**src/rtl/axis_weighted_scaler.sv**
```systemverilog
// axis_weighted_scaler: AXI-Stream per-lane signed scaler.
// Each lane is multiplied by a per-packet Q1.(WEIGHT_WIDTH-1) weight and
// rounded half-up. The result then goes through a two-stage pipeline that
// preserves the beat order.
// Optional build macro: AXIS_SCALER_SAT_EN. When it is defined, results
// outside the sample range clamp to the limits. When it is not defined,
// results wrap to SAMPLE_WIDTH bits.
module axis_weighted_scaler #(
    parameter int LANES        = 16,
    parameter int SAMPLE_WIDTH = 8,
    parameter int WEIGHT_WIDTH = 8
) (
    input  logic                            CLK,
    input  logic                            reset,
    input  logic                            s_axis_tvalid,
    output logic                            s_axis_tready,
    input  logic [LANES*SAMPLE_WIDTH-1:0]   s_axis_tdata,
    input  logic [LANES*SAMPLE_WIDTH/8-1:0] s_axis_tkeep,
    input  logic                            s_axis_tlast,
    input  logic [WEIGHT_WIDTH-1:0]         weight,
    output logic                            m_axis_tvalid,
    input  logic                            m_axis_tready,
    output logic [LANES*SAMPLE_WIDTH-1:0]   m_axis_tdata,
    output logic [LANES*SAMPLE_WIDTH/8-1:0] m_axis_tkeep,
    output logic                            m_axis_tlast,
    output logic [15:0]                     pkt_count
);

    localparam int DW  = LANES * SAMPLE_WIDTH;
    localparam int KW  = DW / 8;
    localparam int BPL = SAMPLE_WIDTH / 8;
    localparam int PW  = SAMPLE_WIDTH + WEIGHT_WIDTH + 1;
    localparam int SH  = WEIGHT_WIDTH - 1;
    // Half of one output LSB; adding it before the shift gives round-half-up.
    localparam logic signed [PW-1:0] RND = {{(PW-1){1'b0}}, 1'b1} << (WEIGHT_WIDTH - 2);
`ifdef AXIS_SCALER_SAT_EN
    localparam logic signed [PW-1:0] SAT_MAX = {{(PW-SAMPLE_WIDTH+1){1'b0}}, {(SAMPLE_WIDTH-1){1'b1}}};
    localparam logic signed [PW-1:0] SAT_MIN = {{(PW-SAMPLE_WIDTH+1){1'b1}}, {(SAMPLE_WIDTH-1){1'b0}}};
`endif

    typedef enum logic [0:0] {
        ST_FIRST = 1'b0,
        ST_BODY  = 1'b1
    } state_t;

    // Full-precision signed sample times unsigned weight.
    function automatic logic signed [PW-1:0] lane_mul(
        input logic [SAMPLE_WIDTH-1:0] s,
        input logic [WEIGHT_WIDTH-1:0] w
    );
        logic signed [PW-1:0] s_ext;
        logic signed [PW-1:0] w_ext;
        s_ext = {{(PW-SAMPLE_WIDTH){s[SAMPLE_WIDTH-1]}}, s};
        w_ext = {{(PW-WEIGHT_WIDTH){1'b0}}, w};
        return s_ext * w_ext;
    endfunction

    // Round half up, drop the fraction, then clamp or wrap to sample width.
    function automatic logic [SAMPLE_WIDTH-1:0] lane_round(input logic signed [PW-1:0] p);
        logic signed [PW-1:0] r;
        r = (p + RND) >>> SH;
`ifdef AXIS_SCALER_SAT_EN
        if (r > SAT_MAX) begin
            return SAT_MAX[SAMPLE_WIDTH-1:0];
        end else if (r < SAT_MIN) begin
            return SAT_MIN[SAMPLE_WIDTH-1:0];
        end else begin
            return r[SAMPLE_WIDTH-1:0];
        end
`else
        return r[SAMPLE_WIDTH-1:0];
`endif
    endfunction

    state_t                          state_q, state_d;
    logic [WEIGHT_WIDTH-1:0]         weight_q, weight_d;
    logic                            s1_valid_q, s1_valid_d;
    logic [LANES-1:0][PW-1:0]        s1_prod_q, s1_prod_d;
    logic [KW-1:0]                   s1_keep_q, s1_keep_d;
    logic                            s1_last_q, s1_last_d;
    logic                            m_valid_q, m_valid_d;
    logic [DW-1:0]                   m_data_q, m_data_d;
    logic [KW-1:0]                   m_keep_q, m_keep_d;
    logic                            m_last_q, m_last_d;
    logic [15:0]                     pkt_count_q, pkt_count_d;

    logic                            advance_s;
    logic                            ready_s;
    logic                            in_fire_s;
    logic                            out_fire_s;
    logic [WEIGHT_WIDTH-1:0]         eff_weight_s;

    // Handshake qualifiers, next-state, and datapath for both pipeline stages.
    always_comb begin
        advance_s    = !m_valid_q || m_axis_tready;
        ready_s      = advance_s && !reset;
        in_fire_s    = s_axis_tvalid && ready_s;
        out_fire_s   = m_valid_q && m_axis_tready;
        // The first beat uses the live port; later beats use the captured weight.
        eff_weight_s = (state_q == ST_FIRST) ? weight : weight_q;

        state_d     = state_q;
        weight_d    = weight_q;
        s1_valid_d  = s1_valid_q;
        s1_prod_d   = s1_prod_q;
        s1_keep_d   = s1_keep_q;
        s1_last_d   = s1_last_q;
        m_valid_d   = m_valid_q;
        m_data_d    = m_data_q;
        m_keep_d    = m_keep_q;
        m_last_d    = m_last_q;
        pkt_count_d = pkt_count_q;

        if (in_fire_s) begin
            case (state_q)
                ST_FIRST: begin
                    weight_d = weight;
                    state_d  = s_axis_tlast ? ST_FIRST : ST_BODY;
                end
                ST_BODY: begin
                    weight_d = weight_q;
                    state_d  = s_axis_tlast ? ST_FIRST : ST_BODY;
                end
                default: begin
                    weight_d = weight_q;
                    state_d  = ST_FIRST;
                end
            endcase
        end else begin
            state_d  = state_q;
            weight_d = weight_q;
        end

        if (advance_s) begin
            s1_valid_d = in_fire_s;
            s1_keep_d  = s_axis_tkeep;
            s1_last_d  = s_axis_tlast;
            for (int k = 0; k < LANES; k++) begin
                s1_prod_d[k] = lane_mul(s_axis_tdata[k*SAMPLE_WIDTH +: SAMPLE_WIDTH], eff_weight_s);
            end
            m_valid_d = s1_valid_q;
            m_keep_d  = s1_keep_q;
            m_last_d  = s1_last_q;
            for (int k = 0; k < LANES; k++) begin
                if (|s1_keep_q[k*BPL +: BPL]) begin
                    m_data_d[k*SAMPLE_WIDTH +: SAMPLE_WIDTH] = lane_round(s1_prod_q[k]);
                end else begin
                    m_data_d[k*SAMPLE_WIDTH +: SAMPLE_WIDTH] = {SAMPLE_WIDTH{1'b0}};
                end
            end
        end else begin
            s1_valid_d = s1_valid_q;
            m_valid_d  = m_valid_q;
        end

        if (out_fire_s && m_last_q) begin
            pkt_count_d = pkt_count_q + 16'd1;
        end else begin
            pkt_count_d = pkt_count_q;
        end
    end

    // Packet FSM, captured weight, and pipeline registers with synchronous reset.
    always_ff @(posedge CLK) begin
        if (reset) begin
            state_q     <= ST_FIRST;
            weight_q    <= {WEIGHT_WIDTH{1'b0}};
            s1_valid_q  <= 1'b0;
            s1_prod_q   <= '0;
            s1_keep_q   <= {KW{1'b0}};
            s1_last_q   <= 1'b0;
            m_valid_q   <= 1'b0;
            m_data_q    <= {DW{1'b0}};
            m_keep_q    <= {KW{1'b0}};
            m_last_q    <= 1'b0;
            pkt_count_q <= 16'd0;
        end else begin
            state_q     <= state_d;
            weight_q    <= weight_d;
            s1_valid_q  <= s1_valid_d;
            s1_prod_q   <= s1_prod_d;
            s1_keep_q   <= s1_keep_d;
            s1_last_q   <= s1_last_d;
            m_valid_q   <= m_valid_d;
            m_data_q    <= m_data_d;
            m_keep_q    <= m_keep_d;
            m_last_q    <= m_last_d;
            pkt_count_q <= pkt_count_d;
        end
    end

    assign s_axis_tready = ready_s;
    assign m_axis_tvalid = m_valid_q;
    assign m_axis_tdata  = m_data_q;
    assign m_axis_tkeep  = m_keep_q;
    assign m_axis_tlast  = m_last_q;
    assign pkt_count     = pkt_count_q;

endmodule

```
**config.mk**
```make
export PLATFORM = sky130hd
export DESIGN_NAME = axis_weighted_scaler
export DESIGN_NICKNAME = d
export VERILOG_FILES = /design/src/rtl/axis_weighted_scaler.sv
export SDC_FILE = /design/constraint.sdc
export NUM_CORES = 2
export LEC_CHECK = 0
export CAP_MARGIN = 20
export CORE_UTILIZATION = 45
export CTS_CLUSTER_SIZE = 40
export DETAILED_ROUTE_END_ITERATION = 8
export PLACE_DENSITY = 0.63
export SYNTH_ARGS = -nofsm -noshare
export SYNTH_HDL_FRONTEND = slang
export SYNTH_SLANG_ARGS = --single-unit
```
**constraint.sdc**
```tcl
create_clock -name CLK -period 12 [get_ports CLK]
set_input_delay 1.2 -clock CLK [delete_from_list [all_inputs] [get_ports CLK]]
set_output_delay 1.2 -clock CLK [all_outputs]
set_load 0.02 [all_outputs]
```
# After elaboration in Yosys (flattened, before gate mapping)
# Cells that the tools add are included.
# W data, S select, Z words.
[word_totals] word_cells=87 register_bits=429 input_bits=157 output_inout_bits=163
[classes] bitwise_logic=1 muxes=19 mul=16 add_sub_neg=17 n_reduce_logical=8
[ops] cell="$add A15 B8 Y15 const B" n=16
[ops] cell="$mul A8 B9 Y15" n=16
[ops] cell="$mux W8" n=18
[ops] cell="$add A16 B1 Y16 const B" n=1
[ops] cell="$logic_and A1 B1 Y1" n=4
[ops] cell="$logic_not A1 Y1" n=2
[ops] cell="$reduce_and A2 Y1" n=1
[ops] cell="$logic_or A1 B1 Y1" n=1
[ops] cell="$mux W1" n=1
[ops] cell="$not A1 Y1" n=1

# Logic depth before layout (Yosys ltp)
[logic_depth] depth_word=5 mapped_depth=20 mapped_depth_nobuf=17

# Worst setup path after synthesis
# Ideal clock, no wire load.
[synth_timing] path_kind="in2reg" startpoint="input port weight[7]" endpoint="register s1_prod_q[133] (netlist name)" path_buffers=3 arrival_ns=6.101 path_slack_ns=5.781 t_required_ns=11.883 stages=19 cell_sequence="mux2_2 -> buf_2 -> clkbuf_1 -> clkbuf_1 -> nand2_1 -> fa_1 -> fa_1 -> inv_1 -> fa_1 -> inv_1 -> fa_1 -> inv_1 -> ha_1 -> and2_4 -> a221oi_2 -> a21oi_2 -> o41a_1 -> or3_1 -> a32o_1"
[synth_between] elab_chain_cells=2
[synth_rtl] element="start: declaration" line_no="20" text="input logic [WEIGHT_WIDTH-1:0] weight,"
[synth_rtl] element="$mux W8" line_no="100" text="eff_weight_s = (state_q == ST_FIRST) ? weight : weight_q;"
[synth_rtl] element="$mul A8 B9 Y15" line_no="55" text="return s_ext * w_ext;"
[synth_rtl] element="end signal: assignment" line_no="181" text="s1_prod_q <= s1_prod_d;"
[synth_rtl] element="end: declaration" line_no="78" text="logic [LANES-1:0][PW-1:0] s1_prod_q, s1_prod_d;"
# Every way passes these cells.
# A chain may end at the register's enable or synchronous reset.

# Final worst setup path
[layout_timing] startpoint="input port weight[3]" endpoint="register s1_prod_q[181] (netlist name)"
# Same word-level chain as after synthesis.

==> impl_metrics.toml <==
[placed_design]
gp_congestion = 0.916
io_buffers = 319
hpwl_mm = 95.0
place_inst = 6521
place_area_um2 = 48300

[sta]
finalCritPeriodShare_pct = 56.9
max_slew_margin_pct = 25.6
grt_setup_unrepaired = "false"
period_needed_ps = 6830
setup_viol = 0
fin_skew_ps = 50.6
fmax_mhz = 146
tightest_slew_ps = 1120
maxSlewViolCount = 0
setup-tns-final_ps = 0
hold_viol = 0

[floorplan]
die_y_um = 314
die_w_um = 314
initial_core_util_pct = 45.4
ios = 320
coreArea_um2 = 96600
dieArea_um2 = 98700
num_rows = 114

[hold_path]
hold_class = "flip-flop to flip-flop"

[flow_run]
cap_violations = 0

[clocking]
hold_buffers = 0
clock_path_buffers = 3
cts-buffers-inserted = 43
cts-htree-levels = 2
postCtsSetupBuffers = 0
cts_tree = "done"
clkSinkCount = 333
root_buffer = "clkbuf_16"
cts_resized = 0
clock_latency_ps = 630
cts.clk_slew.worst_paths_ps = 50

[layout]
register_area_um2 = 6670
layout-drive-gt1-share_pct = 2.97
fillers = 9069
fin_cells = 6609
fin_area_um2 = 49800
final_util_pct = 51.6
multi_input_area_um2 = 33600
fin_nets = 6568
syn_to_final_growth_pct = 13.5

[logic_synthesis]
ys_seq_elements = 333
syn-num-nets = 6351
synthFlopType = "dfxtp_1"
synth_top_cells_by_count = "inv_1, nand2_1, and2_1, ha_1, fa_1"
yosysMostFrequentCell = "inv_1"
synth_edf_count = 0
synth_top_cell_area_share_pct = 25.6
yosysTopAreaCell = "fa_1"
netlist_area_um2 = 43900
synth_cells = 5073
yosys_warnings = 0
ys_top_cells_by_area = "fa_1, ha_1, dfxtp_1, and2_1, inv_1"
async_flop_share_pct = 0
yosysSeqAreaShare_pct = 15.2
ys_types = 67
avgSynthCellArea_um2 = 8.64

[global_routing]
grt_usage_pct = 25.2
grt_overflow = 0
grt_pass1_wl_mm = 195
antenna_found_initial = 21
grt_pass1_vias = 34477
grt_max_degree = 119

[power]
p_int_uw = 4450
leakage_uw = 0.0237
p_sw_uw = 3850
clockPowerShare_pct = 16.5
switching_share_pct = 46.4
irDropWorstVdd_mv = 0.107
sequentialPowerShare_pct = 19.7
cellPowerDensity_nw_per_um2 = 167
combPwrFrac_pct = 63.8

[routing]
wire_per_inst_um = 18.6
postRouteAntennaNets = 0
first_pass_iters = 5
routed_wl_mm = 123
drc = 0
drt-initial-drc-count = 1994
via_per_inst = 5.20
vias = 34344

[status]
run_status = "finished, final reports clean"

[worst_setup_path]
critPathCaptureType = "flip-flop"
start_kind = "input port"
crit_chain = "clkdlybuf4s50_1 -> mux2_4 -> buf_4 -> nand2_1 -> fa_1 -> fa_1 -> inv_1 -> fa_1 -> inv_1 -> fa_1 -> inv_1 -> ha_1 -> and4_1 -> a2111oi_4 -> a21oi_1 -> a21oi_1 -> xor2_1 -> o21ai_0"
slowest_delay_ps = 780
ff2ff_setup_slack_ps = 5520
crit_type = "input port to flip-flop"
cp.required_ps = 12460
crit_buf_inv = 5
crit_family = "adder cells"
arrival_ps = 7290
crit_top_cell = "fa_1"
worstPathMaxFanout = 72
cp_slowest_cell = "mux2_4"
[worst paths after layout]
kind	startpoint	end	depth (start not counted)
min	m_axis_tkeep[3]	m_axis_tkeep[3]	2
max	weight[3]	s1_prod_q[181]	18
min reg2reg	m_axis_tkeep[3]	m_axis_tkeep[3]	2
max reg2reg	state_q	s1_prod_q[181]	18
[worst min-delay path: cells and delay by family (launching register included)]
kind	cells	cell delay [ps]
flip-flops	1	300
AND/OR/NAND/NOR	2	90
[layer usage]
metal | GRT usage (%) | share of wire [%] | up-vias
li1 | - | - | 16459
met1 | 36.7 | 48 | 16942
met2 | 38.8 | 43 | 809
met3 | 4.51 | 7.1 | 118
met4 | 5.82 | 1.9 | 16
met5 | 0 | 0.072 | -
[cell type report]
class | count | share of cell area (%)
Multi-Input combinational cell | 3773 | 67.6
Sequential cell | 333 | 13.4
Timing Repair Buffer | 347 | 6.86
Inverter | 792 | 5.97
Tap cell | 1276 | 3.21
Clock buffer | 51 | 2.32
Clock inverter | 23 | 0.626
Antenna cell | 14 | 0.0704
[cell families (layout without fill, tap and decap cells)]
| logic type | count (synthesis) | after routing | synth area share [%] |
|---|---|---|---|
| AND/OR/NAND/NOR | 1800 | 1800 | 20.7 |
| adder cells (fa/ha/maj) | 1121 | 1121 | 41.6 |
| buffers and inverters | 967 | 1213 | 8.30 |
| AO/OA/AOI/OAI | 542 | 542 | 7.96 |
| flip-flops | 333 | 333 | 15.2 |
| XOR/XNOR | 285 | 285 | 5.69 |
| multiplexers | 25 | 25 | 0.593 |
| other | 0 | 14 | 0 |
[stage by stage]
| stage | power (uW) | setup slack, ps | hold slack [ps] |
|---|---|---|---|
| global route | 9170 | 4880 | 466 |
| CTS | 8350 | 5230 | 443 |
| detailed placement | 6930 | 4600 | 434 |
| finish | 8310 | 5170 | 439 |
| floorplan | 5430 | 5780 | 432 |
| global placement | 6850 | 4650 | 430 |
[power groups by stage]
stage          combinational (uW)  sequential (uW)  clock [uW]
2_1_floorplan                3860             1580           0
3_3_place_gp                 5200             1650           0
3_5_place_dp                 5270             1650           0
4_1_cts                      5320             1630        1400
5_1_grt                      6060             1670        1440
6_report                     5300             1640        1370
[placed cells by master (no fill, tap or decap), types with 14 or more instances in the layout]
cell type,n
diode_2,14
nand2_1,655
a32o_1,31
clkbuf_16,43
buf_4,28
or3_1,30
a21oi_1,140
nor2_1,201
a21o_1,50
nor3_1,18
ha_1,561
xor2_1,118
o21bai_1,14
mux2i_1,15
inv_1,791
o21ai_0,187
and3_1,61
and2_1,649
nand3_1,95
xnor2_1,167
fa_1,560
dfxtp_1,333
clkdlybuf4s50_1,318
[sequential cells by signal, indices dropped and copies added (netlist names)]
| signal | count |
|---|---|
| weight_q | 8 |
| m_axis_tdata | 128 |
| s1_prod_q | 144 |
| m_axis_tlast | 1 |
| m_axis_tvalid | 1 |
| state_q | 1 |
| s1_keep_q | 16 |
| s1_last_q | 1 |
| pkt_count | 16 |
| m_axis_tkeep | 16 |
| s1_valid_q | 1 |
Power figures use the tool's default switching activity.
